### src/rtl/serial_add_ctrl.sv
//------------------------------------------------------------------------------
// serial_add_ctrl : bit-serial a + b + cin adder, one full-adder stage, IDLE/RUN/DONE FSM
// Revision 1.0
//------------------------------------------------------------------------------
`default_nettype none

module serial_add_ctrl #(
  parameter int WIDTH = 8
) (
  input  logic             clk,
  input  logic             rst,
  input  logic             start,
  input  logic [WIDTH-1:0] a,
  input  logic [WIDTH-1:0] b,
  input  logic             cin,
  output logic             busy,
  output logic             done,
  output logic [WIDTH-1:0] sum,
  output logic             cout
);

  localparam int             CW     = $clog2(WIDTH) + 1;
  localparam logic [CW-1:0]  C_LAST = CW'(WIDTH - 1);

  typedef enum logic [1:0] {
    ST_IDLE = 2'd0,
    ST_RUN  = 2'd1,
    ST_DONE = 2'd2
  } state_t;

  state_t           r_state;
  state_t           w_state_next;
  logic             w_load;
  logic [WIDTH-1:0] r_a;
  logic [WIDTH-1:0] r_b;
  logic [WIDTH-1:0] r_psum;
  logic             r_c;
  logic [CW-1:0]    r_cnt;
  logic             w_sbit;
  logic             w_cnext;
  logic             w_last;
  logic [WIDTH-1:0] w_psum_next;

  assign w_sbit  = r_a[0] ^ r_b[0] ^ r_c;
  assign w_cnext = (r_a[0] & r_b[0]) | (r_a[0] & r_c) | (r_b[0] & r_c);
  assign w_last  = (r_cnt == C_LAST);

  // Sum bits enter from the MSB end so the word is aligned after WIDTH shifts.
  generate
    if (WIDTH == 1) begin : g_w1
      assign w_psum_next = w_sbit;
    end else begin : g_wn
      assign w_psum_next = {w_sbit, r_psum[WIDTH-1:1]};
    end
  endgenerate

  always_ff @(posedge clk or posedge rst) begin
    if (rst) begin
      r_state <= ST_IDLE;
    end else begin
      r_state <= w_state_next;
    end
  end

  always_comb begin
    w_state_next = r_state;
    w_load       = 1'b0;
    busy         = 1'b0;
    done         = 1'b0;
    case (r_state)
      ST_IDLE: begin
        if (start) begin
          w_load       = 1'b1;
          w_state_next = ST_RUN;
        end
      end
      ST_RUN: begin
        busy = 1'b1;
        if (w_last) begin
          w_state_next = ST_DONE;
        end
      end
      ST_DONE: begin
        done = 1'b1;
        if (start) begin
          w_load       = 1'b1;
          w_state_next = ST_RUN;
        end else begin
          w_state_next = ST_IDLE;
        end
      end
      default: begin
        w_state_next = ST_IDLE;
      end
    endcase
  end

  always_ff @(posedge clk or posedge rst) begin
    if (rst) begin
      r_a    <= '0;
      r_b    <= '0;
      r_psum <= '0;
      r_c    <= 1'b0;
      r_cnt  <= '0;
      sum    <= '0;
      cout   <= 1'b0;
    end else if (w_load) begin
      r_a    <= a;
      r_b    <= b;
      r_c    <= cin;
      r_psum <= '0;
      r_cnt  <= '0;
    end else if (r_state == ST_RUN) begin
      r_a    <= r_a >> 1;
      r_b    <= r_b >> 1;
      r_c    <= w_cnext;
      r_psum <= w_psum_next;
      r_cnt  <= r_cnt + CW'(1);
      // Outputs only change on the final bit, so partial sums stay hidden.
      if (w_last) begin
        sum  <= w_psum_next;
        cout <= w_cnext;
      end
    end
  end

endmodule

`default_nettype wire

### config.mk
export PLATFORM = sky130hd
export DESIGN_NAME = serial_add_ctrl
export DESIGN_NICKNAME = d
export VERILOG_FILES = /design/src/rtl/serial_add_ctrl.sv
export SDC_FILE = /design/constraint.sdc
export NUM_CORES = 1
export LEC_CHECK = 0
export CORE_AREA = 2 2 77 79
export DETAILED_ROUTE_END_ITERATION = 7
export DIE_AREA = 0 0 79 81
export GPL_TIMING_DRIVEN = 0
export PLACE_DENSITY = 0.56
export SETUP_SLACK_MARGIN = 0.3
export SYNTH_ARGS = -nofsm -noshare
export SYNTH_HDL_FRONTEND = slang
export SYNTH_SLANG_ARGS = --single-unit
export TNS_END_PERCENT = 1
### constraint.sdc
create_clock -name clk -period 4.2 [get_ports clk]
set_input_delay 0.84 -clock clk [delete_from_list [all_inputs] [get_ports clk]]
set_output_delay 0.84 -clock clk [all_outputs]
set_load 0.01 [all_outputs]
==> results of run 1 <==
==> where the power goes <==
part	internal [mW]	switching, mW	leakage [nW]
logic	0.346	0.255	0.480
clock network	0.237	0.127	0.0654
registers	0.534	0.103	0.498
total	1.12	0.485	1.04
==> cells in the mapped netlist, types with 2 or more instances <==
cell type	n	share of area [%]
sky130_fd_sc_hd__buf_6	2	1.4
sky130_fd_sc_hd__o21ai_0	2	0.62
sky130_fd_sc_hd__mux2_2	10	7.0
sky130_fd_sc_hd__nor2b_1	2	0.77
sky130_fd_sc_hd__a22o_1	23	12
sky130_fd_sc_hd__a21o_1	14	6.5
sky130_fd_sc_hd__mux2i_1	2	1.2
sky130_fd_sc_hd__nand2_1	6	1.4
sky130_fd_sc_hd__nor2_1	2	0.46
sky130_fd_sc_hd__dfrtp_1	39	60
sky130_fd_sc_hd__buf_2	5	1.5
==> through the flow <==
stage / worst slack (ns) / cells
finish: 1.52 / 231
global route: 1.41 / 231
CTS: 1.50 / 231
detailed placement: 1.83 / 223
global placement: 1.64 / 223
floorplan: 2.47 / 118
==> state kept, by name (all words and copies together) (netlist names) <==
signal   flops
r_state      2
r_c          1
cout         1
sum          8
r_b          8
r_cnt        4
r_psum       7
r_a          8
==> cell type report <==
type                    instances  share of cell area [%]
clock inverters                 2                    2.80
plain buffers                   8                    2.57
flip-flops and latches         39                    45.5
multi-input cells              70                    27.2
well taps                      75                    4.37
repair buffers                 30                    14.0
clock buffers                   6                    3.38
inverters                       1                   0.175
==> layer usage <==
metal / share of wire, % / vias up / track usage (%) / wire, um
li1: - / 504 / - / -
met1: 46 / 520 / 14.5 / 1480
met2: 48 / 24 / 18.0 / 1550
met3: 2.5 / 7 / 2.00 / 81
met4: 2.9 / 0 / 7.24 / 93
met5: 0 / - / 0 / 0
==> worst max-delay path by stage <==
stage | end | slack, ns | depth (start not counted)
floorplan | cout | 2.47 | 1
global placement | sum[5] | 1.64 | 2
detailed placement | busy | 1.83 | 4
CTS | busy | 1.50 | 4
global route | busy | 1.41 | 4
finish | busy | 1.52 | 4
==> cells by family after synthesis <==
group / after synthesis / share of synthesized area (%)
AND/OR/NAND/NOR: 15 / 5.49
AO/OA/AOI/OAI: 40 / 19.9
multiplexers: 12 / 8.19
buffers and inverters: 9 / 3.63
flip-flops: 39 / 60.3
XOR/XNOR: 1 / 0.541
adder cells (fa/ha/maj): 2 / 2.01
==> cell usage in the layout, fill, tap and decap left out, types with 2 or more instances in the layout <==
cell,synthesis,final
sky130_fd_sc_hd__nand2_1,6,6
sky130_fd_sc_hd__clkdlybuf4s50_1,0,30
sky130_fd_sc_hd__mux2i_1,2,2
sky130_fd_sc_hd__a22o_1,23,23
sky130_fd_sc_hd__dfrtp_1,39,39
sky130_fd_sc_hd__nor2_1,2,2
sky130_fd_sc_hd__o21ai_0,2,2
sky130_fd_sc_hd__buf_6,2,2
sky130_fd_sc_hd__buf_2,5,5
sky130_fd_sc_hd__nor2b_1,2,2
sky130_fd_sc_hd__a21o_1,14,14
sky130_fd_sc_hd__clkbuf_8,0,5
sky130_fd_sc_hd__bufinv_16,0,2
sky130_fd_sc_hd__mux2_2,10,10
==> summary by stage, run 1 <==
Yosys
The cell area that synthesis handed to floorplanning was 1620 um2. The number of nets handed over by synthesis was 140. In the synthesized netlist the dominant register cell turns out to be sky130_fd_sc_hd__dfrtp_1. Yosys printed 0 warnings. After synthesis, the share of flip-flops with an asynchronous set or reset is 100%. The count of distinct cell types in the synthesized netlist is 22.

The count of flip-flops with a built-in enable after synthesis is 0. The gate count after technology mapping is 118. Summing the sequential cell areas from Yosys gives around 60% of the chip area. The total of flip-flops plus latches after synthesis is 39. The per-instance average area after synthesis is 13.7 um2.

Route
The via count is 1055. The detail route stage leaves a number of antenna-violating nets equal to 0. The violation count after the first detailed-route iteration is 44. The first TritonRoute pass finished after 2 iterations. Dividing the detail-routed wire length by the instance count gives 13.9 um. The number of remaining DRC errors is 0. The average vias per placed instance is 4.57. The final wirelength is between 3000 and 4000 um.

Die
The die covers between 6000 and 7000 um2. The count of pins on the block boundary is 31. The initial standard-cell utilization of the core is 28.5%. After floorplanning, the core was sized to cover roughly 5700 um2. The die is approximately 79 um wide. The number of cell rows is 28. The height of the chip is just over 80 um.

STA
Across the routed clock network, the largest skew measured is 0.00802 ns. In the final timing run, aggregate negative setup slack is 0 ns. Across all hold checks on the routed design, the worst slack comes to 0.481 ns. The max-slew violation count is 0. The count of final hold-check violations is 0. The transition time at the pin with the least slew margin is approximately 0.8 ns.

Setup violations remaining at the end of the flow were counted as 0. The max-slew headroom at the worst pin is 46.6%. Setup repair after global routing left no endpoint under its margin. The worst path needs 2.68 ns of the cycle, external delays included. The maximum clock rate is 0.373 GHz. The portion of the clock cycle consumed by the worst path in the final layout is a little under two thirds.

Final layout
The number of filler instances in the final layout is 570. In the final layout, the multi-input gates occupy 584 um2. The fraction of the core area covered by cells at the end of the flow is between 30% and 40%. Compared with the post-synthesis result, the final layout area differs by 32.5%. After the last flow step, the layout net total stands at 177.

The cell area after layout is approximately 2100 um2. In the final layout, the share of cells above drive strength 1 is 17.9%. The diode insertion count for antenna repair is 0. Summing all flip-flop and latch instances after layout gives roughly 980 um2.

GRT
After global routing the overflow that remains totals 0. The via count of the first global-routing pass came to approximately 1200. The first-pass GRT wire length is 5510 um.

In the global route stage, overall resource usage came out at 11.4%. The pin count of the biggest net entering global routing is 40. The number of antenna violations at the first check in global routing is 0.

Setup path
The delay of the slowest critical-path stage is 0.57 ns. The category of the worst setup path launch point is a flop. The critical setup path kind is flop to output pin. The largest individual stage delay along the critical path comes from the cell sky130_fd_sc_hd__clkdlybuf4s50_1. Traced cell by cell, the critical path runs through nor2b_4, buf_6, buf_2, clkdlybuf4s50_1. The peak fanout along the critical path is 10.

The launch point of the worst path is r_state[0]. Data on the critical path arrives at its endpoint at 1.84 ns. STA puts the critical path data required time at 3.36 ns. The launch instance of the worst register-to-register path is r_cnt[0]. The dominant delay contributor by cell family on the critical path is buffers and inverters. The reg-to-reg endpoint is cout.

The worst setup path is captured at an output pin. Counting both buffers and inverters, the worst setup path holds a total of 3. The setup slack of the worst register-to-register path is around 2.7 ns.

Measured in cells, the most critical reg-to-reg path has a length of 5.

Pwr
Power spread over the standard cell area amounts to 747 nW/um2. The worst-case IR drop observed on VDD is around 240 uV. Overall power consumption after layout is estimated at 1.60 mW. Summed over all cells, the static leakage comes to 1.04 nW.

Clock network
For this design, the sink count on the clock tree is 39. The post-CTS setup repair buffer count is 0. The H-tree was split into 2 levels. Clock tree synthesis selected as its root buffer the cell sky130_fd_sc_hd__clkbuf_8. The TritonCTS clock tree is done. The maximum root-to-sink buffer count is 2. The number of cells upsized or downsized after cts is 0.

Clock-pin slew was measured on the worst setup and hold paths at ~0.08 ns. Hold repair after CTS inserted 0 buffers. The clock latency at the later pin of the worst-skew pair is 0.29 ns.

The clock buffer count from CTS is 5.

Min path
The path class of the tightest hold or removal check is flop to flop. The startpoint identified for the worst hold timing path is r_b[1]. For hold timing, the worst endpoint is r_b[1]. The hold path depth is 1.

Placed design
The weighted congestion reported at the end of routability-driven placement is 0.787. The wire-length estimate of the detail-placed layout is 2240 um. Once placement finished, the instance area stood at about 2000 um2.

The count of buffers added on input and output ports is 30.

Job
The tool flagged a number of max-cap violations equal to 0.

Status
The flow ran to the end, and the final reports show no timing, DRC or antenna violations.
Power figures use the tool's default switching activity.
==> run 2: changes to the inputs <==
--- a/config.mk
+++ b/config.mk
@@ -9,7 +9,7 @@
 export DETAILED_ROUTE_END_ITERATION = 7
 export DIE_AREA = 0 0 79 81
 export GPL_TIMING_DRIVEN = 0
-export PLACE_DENSITY = 0.56
+export PLACE_DENSITY = 0.58
 export SETUP_SLACK_MARGIN = 0.3
 export SYNTH_ARGS = -nofsm -noshare
 export SYNTH_HDL_FRONTEND = slang
==> constraint.sdc (replaced) <==
create_clock -name clk -period 2.45 [get_ports clk]
set_input_delay 0.49 -clock clk [delete_from_list [all_inputs] [get_ports clk]]
set_output_delay 0.49 -clock clk [all_outputs]
set_load 0.01 [all_outputs]
==> run 2 against run 1 <==
Net effect: flip-flop and latch count unchanged; design area is 1.7% lower; non-clock buffer count up 1; clock skew decreased by 0.0020 ns; first-iteration DRC count is 4.5% higher; global-route usage grew 0.22 points; count of clock-buffer cells in the layout unchanged; clock power grew 16%; combinational power up 73%; die area is the same; worst hold slack worse by 0.0013 ns; largest cell class unchanged; largest power group unchanged.
==> summary by stage, run 2 (same netlist as run 1, synthesis figures left out) <==
Placed design
The count of buffers from port buffering is 30. The weighted congestion reported at the end of routability-driven placement is ~0.84. The final HPWL from detailed placement is 2320 um.

The worst-case setup slack after placement is 0.414 ns.

STA
The max-slew violation count is 0. The count of final hold-check violations is 0. At the pin with the least slew margin, the transition time is roughly 0.78 ns. Static timing analysis puts the maximum clock frequency at 0.513 GHz.

The portion of the clock cycle consumed by the worst path in the final layout is 79.5%. Between clock sinks in the finished design, the worst skew comes to 0.00606 ns. After routing, the total negative slack on setup checks comes to 0 ns. Setup repair after global routing left no endpoint under its margin. Counting I/O delays and the setup requirement, the final critical path takes around 1.9 ns. In the post-route analysis, the smallest setup slack over all paths is 0.501 ns. The max-slew headroom at the worst pin is 47.7%. Setup violations remaining at the end of the flow were counted as 0.

Route
The highest metal layer carrying signal wires in the routed design is met4. The detailed-routing iteration count for the pre-antenna-repair pass is 6. For this block, the via count after detailed routing is 1084.

The violation count after the first detailed-route iteration is 46. The number of remaining DRC errors is 0. The average vias per placed instance is 4.69. The routed wire length on met2 is 1640 um.

After detailed routing, the met3 layer carries 124 um of wire. The detailed router put a total of 1420 um of wire on met1. The count of nets left with antenna violations once routing finished came out at 0. Summed over all layers, the routed wires come to 3230 um. The average wire per cell in the routed design is 14.0 um.

Status
The run finished with clean final reports.

Die
The core region area is 5680 um2. The initial standard-cell utilization of the core is 28.5%. Measured along the y axis, the die boundary spans 81 um. The horizontal die dimension is 79 um. 31 I/O pins were placed. In this run the core area contains 28 standard-cell rows.

The die covers 6400 um2.

GRT
The overall fraction of global-route tracks in use is 11.6%. The via count of the first global-routing pass is 1188. Entering global routing, the biggest net connects 40 pins.

The residual overflow from global routing is 0. The first global-routing pass estimated ~5600 um of wire. The number of antenna violations at the first check in global routing is 0.

Clock network
TritonCTS created 5 clock buffers. Clock-pin slew was measured on the worst setup and hold paths at 0.07 ns. The TritonCTS clock tree is done.

Clock tree synthesis selected as its root buffer the cell sky130_fd_sc_hd__clkbuf_8. The tree built by TritonCTS fans out to 39 sinks. The quantity of hold-fixing buffers added after cts is 0. Clock latency on the worst-skew pair, taken at its later pin, is 0.28 ns.

The maximum root-to-sink buffer count is 2. In this run the number of H-tree levels came out at 2.

Setup path
The worst setup path is captured at an output pin. The category of the worst setup path launch point is a flop. Data on the critical path arrives at its endpoint at roughly 1.5 ns.

STA puts the critical path data required time at 1.96 ns. The startpoint identified for the worst register-to-register timing path is r_state[0]. The critical path is of the flop to output pin type. The reg-to-reg endpoint is r_a[0]. Across all register-to-register paths, the minimum setup slack is 0.92 ns. For the worst flop-to-flop path, the logic depth is 6.

The peak fanout along the critical path is 10.

Min path
The worst min-delay path startpoint is r_a[1]. The type of the most critical hold path is flop to flop. The path with the worst hold slack has its endpoint at r_a[1]. Along the worst hold path, the cell count comes to 1.

Final layout
The number of filler instances in the final layout is 575. The number of nets in the layout is roughly 180. The library cells used most frequently in the layout, excluding fill and tap cells, are sky130_fd_sc_hd__dfrtp_1 (39), sky130_fd_sc_hd__clkdlybuf4s50_1 (29), sky130_fd_sc_hd__a22o_1 (23). The diode insertion count for antenna repair is 0. The layout overhead on the synthesized area is 30.3%.

In the final layout, the registers with the most flip-flops are r_a (8), r_b (8), sum (8). The leading cell type in the layout, fill and taps excluded is sky130_fd_sc_hd__dfrtp_1. The post-route netlist has 18.6% of its cells at a drive strength greater than 1.

Pwr
Net switching is 32.0% of the power. IR analysis of the VDD net gives a maximum drop of 356 uV. The clock network is responsible for 16.5% of the overall power. The cell-internal power is 1.74 mW. The share of total power dissipated in combinational logic is 40.9%.

The share of total power in sequential cells is 42.6%. The areal power density over the cells is roughly 1200 nW/um2. The analysis attributes to net switching a power of around 800 uW. For this design the static power due to leakage is 1.03 nW.

Job
The max-capacitance violation count is 0.
run 2: critical path, cell delays in order, from the launching register on:
cell and delay [ns]:
sky130_fd_sc_hd__dfrtp_1 0.42, sky130_fd_sc_hd__nor2b_4 0.15, sky130_fd_sc_hd__buf_6 0.15, sky130_fd_sc_hd__buf_4 0.18, sky130_fd_sc_hd__dlygate4sd2_1 0.28
run 2: worst max-delay path by stage:
stage	start	to	slack, ns	depth (start not counted)
3_5_place_dp	start	r_a[0]	0.41	6
4_1_cts	r_state[1]	busy	0.48	4
3_3_place_gp	rst	sum[4]	0.26	2
6_report	r_state[1]	busy	0.50	4
2_1_floorplan	rst	cout	1.07	1
5_1_grt	r_state[1]	busy	0.41	4
run 2: layer usage:
metal | GRT usage [%] | up-vias
li1 | - | 508
met1 | 12.6 | 548
met2 | 20.7 | 23
met3 | 4.44 | 5
met4 | 4.14 | 0
met5 | 0 | -
run 2: area by class of cell:
class	count	area, um2	area share [%]
Tap cell	75	93.8	4.45
Sequential cell	39	976	46.3
Buffer	8	57.6	2.73
Multi-Input combinational cell	70	584	27.7
Timing Repair Buffer	31	307	14.5
Clock buffer	6	82.6	3.91
Clock inverter	1	5.00	0.237
Inverter	1	3.75	0.178
run 2: metrics by stage:
step	hold WS [ns]	util, %	power, mW	std cells	instance area (um2)
final	0.480	37.2	2.55	231	2110
after global placement	0.459	35.5	2.11	223	2010
after global routing	0.509	37.2	2.77	231	2110
after floorplan	0.450	-	1.79	118	1620
after detailed placement	0.466	35.5	2.15	223	2010
after CTS	0.483	37.2	2.59	231	2110
run 2: power by group through the flow:
stage | logic (mW) | registers (mW) | clock network [mW]
detailed placement | 1.05 | 1.10 | 0
global route | 1.16 | 1.12 | 0.487
global placement | 1.02 | 1.09 | 0
CTS | 1.07 | 1.09 | 0.438
finish | 1.04 | 1.09 | 0.422
floorplan | 0.698 | 1.09 | 0
run 2: what timing repair did:
| action | 4_1_cts | 5_1_grt |
|---|---|---|
| buffers inserted | 1 | 0 |
| endpoints found under the setup margin | 1 | 0 |
| gates resized for setup | 2 | 0 |
==> run 3: changes to the inputs <==
--- a/config.mk
+++ b/config.mk
@@ -9,7 +9,7 @@
 export DETAILED_ROUTE_END_ITERATION = 7
 export DIE_AREA = 0 0 79 81
 export GPL_TIMING_DRIVEN = 0
-export PLACE_DENSITY = 0.58
+export PLACE_DENSITY = 0.56
 export SETUP_SLACK_MARGIN = 0.3
 export SYNTH_ARGS = -nofsm -noshare
 export SYNTH_HDL_FRONTEND = slang
==> constraint.sdc (replaced) <==
create_clock -name clk -period 1.97 [get_ports clk]
set_input_delay 0.394 -clock clk [delete_from_list [all_inputs] [get_ports clk]]
set_output_delay 0.394 -clock clk [all_outputs]
set_load 0.01 [all_outputs]
==> run 3 against run 2 <==
Net effect: utilization grew 1.1 points; cell count grew 1.3%; design area grew 2.9%; critical path depth is the same; routed wire length grew 0.62%; clock power grew 85%; clock skew grew 0.0027 ns; worst hold slack gained 0.0020 ns; worst setup slack lost 0.16 ns; largest cell class unchanged; die area is the same; register-to-register slack lost 0.49 ns; total power grew 36%.
==> summary by stage, run 3 (same netlist as run 1, synthesis figures left out) <==
Status
The run finished with clean final reports.

STA
The setup violation total in the final timing report is 0. In this run the tightest slew margin relative to its limit is 46.3%. The max-slew violation count is 0. Clock skew on the completed layout was measured at approximately 0.0088 ns.

The maximum clock rate is 0.613 GHz. The worst hold slack after final layout is around 0.48 ns. The portion of the clock cycle consumed by the worst path in the final layout is 82.8%. The count of final hold-check violations is 0. Setup repair after global routing could not meet its margin everywhere. At the pin with the least slew margin, the transition time is 0.804 ns.

The post-layout minimum cycle time is 1.63 ns.

Min path
Along the worst hold path, the cell count comes to 1. The worst min-delay path startpoint is r_b[1]. The destination of the worst hold path is r_b[1]. The min-delay analysis places its worst path in the category flop to flop.

Clock network
The maximum level of the CTS H-tree is 2. The quantity of hold-fixing buffers added after cts is 0. The number of clock buffers added by TritonCTS is 5. The maximum root-to-sink buffer count is 2. TritonCTS built the clock tree. The clock drives 39 sinks.

The root buffer cell chosen for the clock tree is sky130_fd_sc_hd__clkbuf_8. Clock latency on the worst-skew pair, taken at its later pin, is 0.29 ns. The post-CTS clock slew at the launch and capture registers of the worst setup and hold paths is 0.08 ns.

Pwr
The share of total power in sequential cells is 38.9%. The internal portion of the total power is 2.42 mW. The areal power density over the cells is roughly 1600 nW/um2. The net switching power figure is 1.05 mW. The overall power consumption is 3.47 mW. Net switching is 30.3% of the power. Summed over all cells, the static leakage comes to 1.07 nW. The clock network accounts for between 20 and 25% of the total power.

The maximum vdd drop is 468 uV. The relative contribution of combinational cells to total power is roughly two fifths.

Die
The count of pins on the block boundary is 31. In this run the standard cell core region covers about 5700 um2. The area enclosed by the die boundary is 6400 um2. For this configuration, the core starts out at a cell density of ~29%. The horizontal die dimension is around 79 um. The floorplan has 28 rows. From bottom edge to top edge, the die measures 81 um.

Route
The first routing iteration left 46 violations. After detailed routing, the number of remaining DRC violations is 0. Using the TritonRoute via totals, the vias-per-cell ratio works out to 4.53. The final layout contains routed wiring with a total length of 3250 um. The detailed-routing iteration count for the pre-antenna-repair pass is 4. The remaining antenna violation count after routing is 0. Detailed routing inserted a total of 1059 vias.

The average wire per cell in the routed design is 13.9 um.

Final layout
After filler insertion, the fill cell instance count of the layout stands at 569. The multi-input combinational cells in the finished layout cover a total of a little under 600 um2. In the final layout, flip-flops and latches occupy around 1000 um2.

In the layout the commonest cells are sky130_fd_sc_hd__dfrtp_1 (39), sky130_fd_sc_hd__clkdlybuf4s50_1 (28), sky130_fd_sc_hd__a22o_1 (23). The number of nets in the layout is 180. The leading cell type in the layout, fill and taps excluded is sky130_fd_sc_hd__dfrtp_1. The diode insertion count for antenna repair is 0. In the final layout, the registers with the most flip-flops are r_a (8), r_b (8), sum (8). The layout overhead on the synthesized area is 34.1%.

The share of layout cells above drive strength 1 is 20.1%.

Setup path
The worst setup path is of the flop to output pin kind. The reg-to-reg endpoint is cout. The combined buffer and inverter count along the critical path is 3.

On the critical path, the stage with the largest delay is an instance of sky130_fd_sc_hd__dfrtp_1. Traced cell by cell, the critical path runs through nor2b_4, buf_6, buf_6, clkbuf_2. In this run the critical register-to-register path is launched from r_cnt[0]. Of all nets on the critical path, the largest fanout is 10.

The most frequent cell on the critical path is sky130_fd_sc_hd__buf_6. The delay of the slowest critical-path stage is between 0.4 and 0.5 ns. The number of cells on the worst reg-to-reg path is 5. For the worst setup path, the data required time is 1.58 ns. Data arrives at the worst endpoint at 1.24 ns.

The nature of the critical path endpoint is an output pin. In this design, the largest share of critical-path delay is due to flip-flops. In this run the register-to-register setup slack is 0.43 ns.

The category of the worst setup path launch point is a flop.

Placed design
The count of buffers from port buffering is 30. The congestion estimate from routability-driven global placement came to 0.787. The final HPWL from detailed placement is 2240 um.

GRT
For this run, the total global-route usage over all layers was measured as 11.4%. The met1 capacity usage during global routing is about 14%. Global routing consumed, on the met2 layer, 18.1% of the routing resources. The via count of the first global-routing pass is 1179. The global routing stage identified its most utilized layer as met2. The residual overflow from global routing is 0. The fraction of met3 tracks used by global routing is 2.00%. The first global-routing pass estimated between 5000 and 6000 um of wire. The number of antenna violations at the first check in global routing is 0. Entering global routing, the biggest net connects 40 pins.

Job
The max-capacitance violation count is 0.
## run 3: changes by cell type in the layout (fill, tap and decap cells not counted), sizes merged
cell,previous run,this run
bufinv,0,2
clkinv,1,0
clkbuf,6,8
clkdlybuf4s50,29,28
buf,9,10
## run 3: timing repair
action	4_1_cts	5_1_grt
gates resized for setup	3	4
setup endpoints to repair	2	3
endpoints found under the hold margin	0	0
buffers inserted	1	2
pin swaps	0	0
## run 3: worst register-to-register path, cell delays in order (launching register included)
cell and delay [ns]:
sky130_fd_sc_hd__dfrtp_1 0.40, sky130_fd_sc_hd__ha_1 0.19, sky130_fd_sc_hd__nand2_1 0.08, sky130_fd_sc_hd__nor3b_2 0.18, sky130_fd_sc_hd__buf_4 0.21, sky130_fd_sc_hd__mux2_2 0.36
## run 3: area by class of cell
class | instances | area share, %
sequential | 39 | 45.0
multi-input combinational | 70 | 26.9
clock inverter | 2 | 2.77
tap | 75 | 4.32
buffer | 8 | 2.94
timing repair buffer | 33 | 14.6
inverter | 1 | 0.173
clock buffer | 6 | 3.34
## run 3: worst max-delay path by stage
| stage | from | to | slack [ns] | cells past startpoint |
|---|---|---|---|---|
| after detailed placement | r_state[0] | busy | 0.05 | 4 |
| after floorplan | r_cnt[0] | cout | 0.60 | 5 |
| after CTS | r_state[1] | busy | 0.09 | 4 |
| after global placement | rst | sum[5] | -0.14 | 2 |
| after global routing | r_state[0] | done | 0.28 | 3 |
| final | r_state[1] | busy | 0.34 | 4 |
## run 3: power by group through the flow
stage	combinational, mW	clock [mW]	sequential (mW)
after floorplan	0.868	0	1.35
after global placement	1.27	0	1.35
after detailed placement	1.30	0	1.37
final	1.34	0.781	1.35
after CTS	1.33	0.801	1.35
after global routing	1.47	0.842	1.40
## run 3: stage by stage
step	utilization (%)	instance area, um2	TNS, ns	worst slack [ns]	instances
floorplan	-	1620	0	0.603	118
global placement	35.5	2010	-5.57	-0.144	223
detailed placement	35.5	2010	0	0.0454	223
CTS	37.9	2150	0	0.0934	232
global route	38.2	2170	0	0.278	234
finish	38.2	2170	0	0.339	234
## run 3: per-layer routing
layer	up-vias	routed length [um]	share of wire, %
met5	-	0	0
met2	24	1550	48
li1	508	-	-
met1	520	1530	47
met3	7	80	2.5
met4	0	92	2.8
